`config.mk`:
```
export PLATFORM = sky130hd
export DESIGN_NAME = fme_half_sel
export DESIGN_NICKNAME = d
export VERILOG_FILES = /design/src/rtl/fme_half_sel.sv
export SDC_FILE = /design/constraint.sdc
export NUM_CORES = 1
export LEC_CHECK = 0
export ABC_AREA = 1
export BUFFER_PORTS_ARGS = -buffer_cell sky130_fd_sc_hd__buf_2
export CORE_ASPECT_RATIO = 0.6
export CORE_UTILIZATION = 50
export CTS_CLUSTER_SIZE = 10
export DETAILED_ROUTE_END_ITERATION = 12
export MAX_ROUTING_LAYER = met4
export PLACE_DENSITY = 0.69
export SKIP_CTS_REPAIR_TIMING = 1
export SYNTH_ARGS = -nofsm -noshare
export SYNTH_HDL_FRONTEND = slang
export SYNTH_SLANG_ARGS = --single-unit
```
`constraint.sdc`:
```
create_clock -name clk -period 9.1 [get_ports clk]
set_clock_uncertainty 0.05 [all_clocks]
set_input_delay 0 -clock clk [delete_from_list [all_inputs] [get_ports clk]]
set_output_delay 0 -clock clk [all_outputs]
set_load 0.1 [all_outputs]
```
`src/rtl/fme_half_sel.sv`:
```
// Fractional motion-estimation half-pel selector: accumulates nine candidate SADs over
// one block, then scans them serially and presents the cheapest candidate.
module fme_half_sel #(
   parameter int NPIX  = 16,
   parameter int SAD_W = 12
) (
   input  logic             clk,
   input  logic             rst,
   input  logic             in_valid,
   output logic             in_ready,
   input  logic [71:0]      half_in,
   input  logic [7:0]       cur_pix,
   output logic             out_valid,
   input  logic             out_ready,
   output logic [3:0]       best_idx,
   output logic [SAD_W-1:0] best_sad
);

   localparam int            PW       = (NPIX > 1) ? $clog2(NPIX) : 1;
   localparam logic [PW-1:0] PIX_LAST = PW'(NPIX - 1);
   localparam logic [3:0]    CMP_LAST = 4'd8;

   typedef enum logic [1:0] {ACC, CMP, OUT} state_t;

   state_t           state, state_nxt;
   logic [PW-1:0]    pix_cnt;
   logic [3:0]       cmp_cnt;
   logic [SAD_W-1:0] acc  [9];
   logic [SAD_W-1:0] absd [9];
   logic             beat;
   logic [3:0]       sel;
   logic [SAD_W-1:0] cand;
   logic             take;
   logic [3:0]       run_idx, win_idx;
   logic [SAD_W-1:0] run_sad, win_sad;

   assign in_ready  = (state == ACC);
   assign out_valid = (state == OUT);
   assign beat      = in_valid && in_ready;

   for (genvar k = 0; k < 9; k++) begin : g_abs
      logic [7:0] px;
      logic [7:0] d;
      assign px      = half_in[8*k +: 8];
      assign d       = (px >= cur_pix) ? px - cur_pix : cur_pix - px;
      assign absd[k] = SAD_W'(d);
   end

   // Scan order puts the integer-pel sample first so that strict "<" favours it on ties.
   always_comb begin
      if (cmp_cnt == 4'd0)
         sel = 4'd4;
      else if (cmp_cnt <= 4'd4)
         sel = cmp_cnt - 4'd1;
      else
         sel = cmp_cnt;
   end

   assign cand    = acc[sel];
   assign take    = (cmp_cnt == 4'd0) || (cand < run_sad);
   assign win_idx = take ? sel  : run_idx;
   assign win_sad = take ? cand : run_sad;

   always_comb begin
      // NOTE: default first so every path assigns state_nxt and no latch is inferred.
      state_nxt = state;
      unique case (state)
         ACC: if (beat && pix_cnt == PIX_LAST) state_nxt = CMP;
         CMP: if (cmp_cnt == CMP_LAST)         state_nxt = OUT;
         OUT: if (out_ready)                   state_nxt = ACC;
         default:                              state_nxt = ACC;
      endcase
   end

   always_ff @(posedge clk) begin
      if (rst) begin
         state    <= ACC;
         pix_cnt  <= '0;
         cmp_cnt  <= '0;
         best_idx <= 4'd4;
         best_sad <= '0;
      end else begin
         state <= state_nxt;
         if (beat)
            pix_cnt <= (pix_cnt == PIX_LAST) ? '0 : pix_cnt + PW'(1);
         if (state == CMP) begin
            cmp_cnt <= (cmp_cnt == CMP_LAST) ? 4'd0 : cmp_cnt + 4'd1;
            if (cmp_cnt == CMP_LAST) begin
               best_idx <= win_idx;
               best_sad <= win_sad;
            end
         end
      end
   end

   // NOTE: accumulators and the running best are deliberately not reset; the first beat
   // of a block loads them and the first scan visit overwrites the running best.
   always_ff @(posedge clk) begin
      if (beat) begin
         for (int k = 0; k < 9; k++)
            acc[k] <= (pix_cnt == '0) ? absd[k] : acc[k] + absd[k];
      end
      if (state == CMP) begin
         run_idx <= win_idx;
         run_sad <= win_sad;
      end
   end

endmodule

```
# Yosys cells after proc, flatten, opt, wreduce, memory -nomap -nowiden
# Memories as Yosys holds them, arrays and structs flattened.
# Cells that the tools add are included.
# totals
n_memories	1
regBits	42
ramBits	108
word_cells	94
input_bits	84
out_inout_bits	18
# op_classes
n_reduce_logical	8
magnitude_cmp	11
addsub	30
muxes	30
eq_ne	7
# memory_table
memory	depth	width	read_ports	rd_ports_with_merged_regs	write_ports	line	source
acc	9	12	10	0	9	28	logic [SAD_W-1:0] acc [9];
# op_table
cell	count
$sub 8x8->8	18
$mux 12	10
$add 12x8->12	9
$ge 8x8->1	9
$mux 8	9
$mux 4	5
$lt 12x12->1	1
$add 4x1->4 const B	2
$eq 4x4->1 const B	2
$logic_not 4->1	2
$mux 2	3
$pmux 2 s3	1
$le 4x3->1 const B	1
$ne 2x1->1 const B	2
$sub 4x1->4 const B	1
$reduce_and 3->1	1
$eq 2x1->1 const B	1
$eq 2x2->1 const B	1
$logic_and 1x1->1	2
$logic_not 2->1	1
$mux 1	2
$ne 2x2->1 const B	1
$reduce_and 2->1	1
$logic_or 1x1->1	1

# Longest topological paths before layout
# An unclocked memory read counts as a cell.
# depth
ltp_word	7
mapped_depth	28
ltp_nobuf	28

# Worst setup path before layout
# No wires, ideal clock.
# synth_timing
kind	register -> register
startpoint	register state[0]
endpoint	register pix_cnt[3]
required_ns	8.929
n_path_buf	0
slack_ns	4.188
path_stages_with_launch	7
t_arrival_ns	4.740
setup_time_ns	0.121
period_less_slack_ns	4.912
cell_sequence	dfxtp_1 -> nor2_1 -> nand2_1 -> inv_1 -> nand4_1 -> xor2_1 -> nor2_1
# synth_between
elab_chain_cells	2
# synth_lines
item	line	source
start: declaration	25	state_t state, state_nxt;
start signal: assignment	83	state <= state_nxt;
$logic_not 2->1	37	assign in_ready = (state == ACC);
via in_ready	10	output logic in_ready,
$logic_and 1x1->1	39	assign beat = in_valid && in_ready;
via beat	30	logic beat;
end signal: assignment	85	pix_cnt <= (pix_cnt == PIX_LAST) ? '0 : pix_cnt + PW'(1);
end: declaration	26	logic [PW-1:0] pix_cnt;
# The timed path passes the listed nets, and every way through them passes these cells.
# A chain may end at the register's enable or synchronous reset.

# Worst setup path in the final report
# layout_timing
startpoint	register cmp_cnt[0]
endpoint	register run_sad[3], data pin
# layout_between
elab_chain_cells	7
elab_cells_between_ends	9
cone_classes	add/sub: 1; order compare: 2; mux: 3; reduce/logical: 2; memory: 1
# layout_lines
item	line	source
start: declaration	27	logic [3:0] cmp_cnt;
start signal: assignment	87	cmp_cnt <= (cmp_cnt == CMP_LAST) ? 4'd0 : cmp_cnt + 4'd1;
$sub 4x1->4 or $le 4x3->1 (tied branches)	54, 53	
$mux 4	53	else if (cmp_cnt <= 4'd4)
$mux 4	51	if (cmp_cnt == 4'd0)
$mem_v2 9x12	n/a	
$lt 12x12->1	60	assign take = (cmp_cnt == 4'd0) || (cand < run_sad);
$logic_or 1x1->1	60	
$mux 12 (*)	62	assign win_sad = take ? cand : run_sad;
via win_sad[3]	35	logic [SAD_W-1:0] run_sad, win_sad;
end signal: assignment	105	run_sad <= win_sad;
end: declaration	35	
# Mark *: on every way through the listed nets, which the timed path passes. The rest lies on a longest branch.

==> run summary <==
====================================================================================================
Cell types with the highest counts after synthesis                                      nand2_1 (490), inv_1 (344), ha_1 (224), a21oi_1 (175), nor2_1 (174)
Syn_nets                                                                                       2,554
Register Area                                                                             4244 sq um
Estimated wirelength of the detail-placed design                                           36,100 um
Maximum capacitance violations                                                                     0
Synthesized-area fraction occupied by ao, oa, aoi and oai cells                               15.31%
Die span in y                                                                               141.2 um
Power density relative to cell area                                                     182.3 nW/um^2
Std-Cell Rows                                                                                     50
Total area of multi-input combinational cells                                           10,420 sq um
Leading cell type by number of instances after synthesis                                     nand2_1
Clock tree buffer depth                                                                            2
Type of the most critical hold path                                                     input port to register
Area share of the leading cell type in the synthesized netlist                                23.07%
Classification of the worst setup path                                                  register to register
NetSw                                                                                     0.001372 W
Antenna violations before repair                                                                   0
Final setup slack of the worst path                                                         3.672 ns
Source-to-sink clock delay at the later pin of the worst-skew pair                           0.45 ns
Cell type with the largest total area after synthesis                                       edfxtp_1
Antenna diode count                                                                                0
Worst Hold Slack                                                                           0.1359 ns
Number of placed I/O pins                                                                        102
Final setup violation count                                                                        0
Final min period                                                                            5.428 ns
Library cell contributing the largest single delay on the critical path                        inv_1
Synth Area per Inst                                                                      7.274 sq um
Leakage component of the power                                                              8.916 nW
Via density per instance                                                                       5.547
Layout Nets                                                                                    2,642
Max Clk Rate                                                                              0.1842 GHz
Data arrival time at the worst-slack endpoint                                                5.58 ns
Hold violation total from the final report                                                         0
Fraction of final layout cells sized beyond drive strength 1                                  7.328%
Total of buffers placed on input and output ports                                                101
Peak supply drop                                                                         0.0001554 V
Worst path cell trace                                                                   inv_1 -> ha_1 -> inv_1 -> nand2_1 -> nand2_1 -> nand2_1 -> nand2_2 -> inv_1 -> nand2_1 -> nand3_1 -> nand3_1 -> nand3_1 -> o21ai_0 -> inv_1 -> ha_1 -> nand2_1 -> inv_2 -> nand3_1 -> a31oi_1 -> a2111oi_2 -> nand2_4 -> nand2_4 -> nand2_1 -> and2_1
CTS buffer count                                                                                  17
Share of synthesized cell area in and, or, nand and nor gates                                 22.92%
Cell area after technology mapping                                                      16,140 sq um
Combinational group share of total power                                                       47.7%
Final estimated routing congestion in global placement                                        0.9769
Top fanout value on the critical path                                                             32
Number of distinct library cells after synthesis                                                  42
Post-placement worst setup slack                                                            3.864 ns
Post-Synthesis Cells                                                                           2,219
Mux cell area share after synthesis                                                          0.9534%
Switching power as a share of total power                                                     42.63%
Register area share after synthesis                                                           26.29%
Crit path buffers/inverters                                                                        5
Top post-synthesis cells by area                                                        edfxtp_1 (23%), ha_1 (17%), nand2_1 (11%)
Setup repair after global routing missed its margin                                               no
Violations in the final reports                                                                  DRC
Category of cells accounting for the largest share of critical-path delay               simple AND/OR/NAND/NOR gates
Cell with the most instances on the worst path                                               nand2_1
Global-route wire length before repair                                                     74,050 um
Initial Utilization                                                                           51.30%
Share of flip-flops with an asynchronous set or reset                                             0%
Fraction of power consumed by sequential logic                                                 30.9%
Yosys synthesis warning count                                                                      0
Power after layout                                                                        0.003219 W
Number of flops mapped to enable cells by yosys                                                  124
Clock share of power                                                                           21.4%
Tcrit/Tclk final                                                                              59.65%
Width of the die                                                                            234.0 um
Area of the die                                                                         33,030 sq um
Area Overhead vs Synth                                                                        9.371%
Global router's overall resource usage                                                        29.73%
Htree depth                                                                                        4
Internal power of the cells                                                               0.001847 W
Drt first pass iters                                                                              11
Remaining antenna violation count after routing                                                    0
CTS sink count                                                                                   150
Worst-margin pin slew                                                                       1.217 ns
Number of pins exceeding their max-slew limit in the final report                                  0
Outcome                                                                                 finished, violations left
TritonCTS clock tree                                                                           built
Iteration-0 DRC count of the detailed router                                                   1,285
Post-route DRC                                                                                     1
Filler Cell Count                                                                              2,995
Clock-pin slew reported for the worst setup and hold paths after clock tree synthesis        0.06 ns
Required time at the worst-slack endpoint                                                    9.25 ns
Number of global-route vias before repair                                                     14,288
Synthesis-stage register bit count                                                               150
Avg WL per Cell                                                                             17.02 um
Setup crit end kind                                                                         register
Maximum cell stage delay along the critical path                                             0.87 ns
Worst slew margin relative to its limit                                                       18.55%
Critical path startpoint category                                                           register
Root buffer selected by CTS                                                                clkbuf_16
Final global-route overflow total                                                                  0
Dominant combinational cell family by area after synthesis                              simple AND/OR/NAND/NOR gates
Summed negative setup slack over all endpoints                                                  0 ns
Maximum number of pins on one net before global-route repair                                      85
Core ar.                                                                                31,470 sq um
Ys flop type                                                                                edfxtp_1
Detailed-route via count                                                                      15,177
Xor and xnor area share after synthesis                                                       4.558%
Share of synthesized cell area in full adder, half adder and majority cells                   20.71%
WL final                                                                                   46,560 um
====================================================================================================
state kept, by name, indices dropped and copies added (netlist names):
name      cells
cmp_cnt       4
state         2
run_idx       4
best_idx      4
run_sad      12
acc         108
pix_cnt       4
best_sad     12
final timing paths:
path,cells after the start,start,to,slack (ns)
max,24,cmp_cnt[0]$_SDFFE_PP0P_,run_sad[3]$_DFFE_PP_,3.67
min,4,half_in[56],acc[7][0]$_DFFE_PP_,0.14
max reg2reg,24,cmp_cnt[0]$_SDFFE_PP0P_,run_sad[3]$_DFFE_PP_,3.67
min reg2reg,2,best_idx[3]$_SDFFE_PP0P_,best_idx[3]$_SDFFE_PP0P_,0.40
kinds of logic (layout without fill, tap and decap cells):
family / after synthesis / after routing
AOI/OAI and AO/OA: 443 / 443
xor gates and xnor gates: 84 / 84
adders and majority gates: 251 / 251
buffers and inverters: 393 / 494
DFF: 150 / 150
muxes: 15 / 15
and+or+nand+nor: 883 / 883
placed cells by master, fill, tap and decap left out, drive strengths merged, types with 3 or more instances in the layout:
cell type,Yosys,final
nand4,21,21
nand2,496,496
nand3,148,148
o211ai,8,8
or2,8,8
edfxtp,124,124
o31ai,10,10
ha,224,224
mux2i,12,12
a21o,9,9
o21bai,10,10
mux2,3,3
o22ai,10,10
a211oi,9,9
inv,349,354
a31oi,25,25
dlygate4sd3,0,3
buf,13,110
nor2,176,176
dfxtp,26,26
and2,17,17
a21oi,175,175
xor2,61,61
fa,27,27
o21ai,163,163
nor3,7,7
o221ai,22,22
nor3b,5,5
clkbuf,31,19
clkinv,0,7
xnor2,23,23
nand3b,4,4
area by class of cell:
class                   instances  area share, %
repair buffers                113          3.416
clock inverters                13         0.5315
inverters                     349          7.434
flip-flops and latches        150          24.04
multi-input cells            1676          59.00
clock buffers                  19          2.629
well taps                     416          2.948
worst min-delay path, delay by kind of cell:
kind	cells	cell delay, ns
compound gates	1	0.10
fa+ha+maj	1	0.19
buf+inv	2	0.17
layer usage:
metal / track usage, % / up-vias / part of all wire (%)
li1: - / 7587 / -
met1: 41.88 / 7036 / 48
met2: 44.57 / 504 / 43
met3: 4.875 / 50 / 6.9
met4: 6.494 / 0 / 1.5
met5: - / - / 0
power by group through the flow:
stage          Sequential, W  Combinational [W]  Clock, W
2_1_floorplan       0.000967            0.00116         0
3_3_place_gp         0.00100            0.00147         0
3_5_place_dp         0.00101            0.00151         0
4_1_cts             0.000992            0.00152  0.000695
5_1_grt              0.00101            0.00177  0.000723
6_report            0.000995            0.00154  0.000688
metrics by stage:
stage	cell area [sq um]	instances	utilization, %
6_report	17650	2736	56.10
5_1_grt	17650	2736	56.10
4_1_cts	17620	2733	56.01
3_5_place_dp	17070	2701	54.23
3_3_place_gp	17070	2701	54.23
2_1_floorplan	16140	2219	-
No activity file was read; power rests on OpenSTA's default activity.
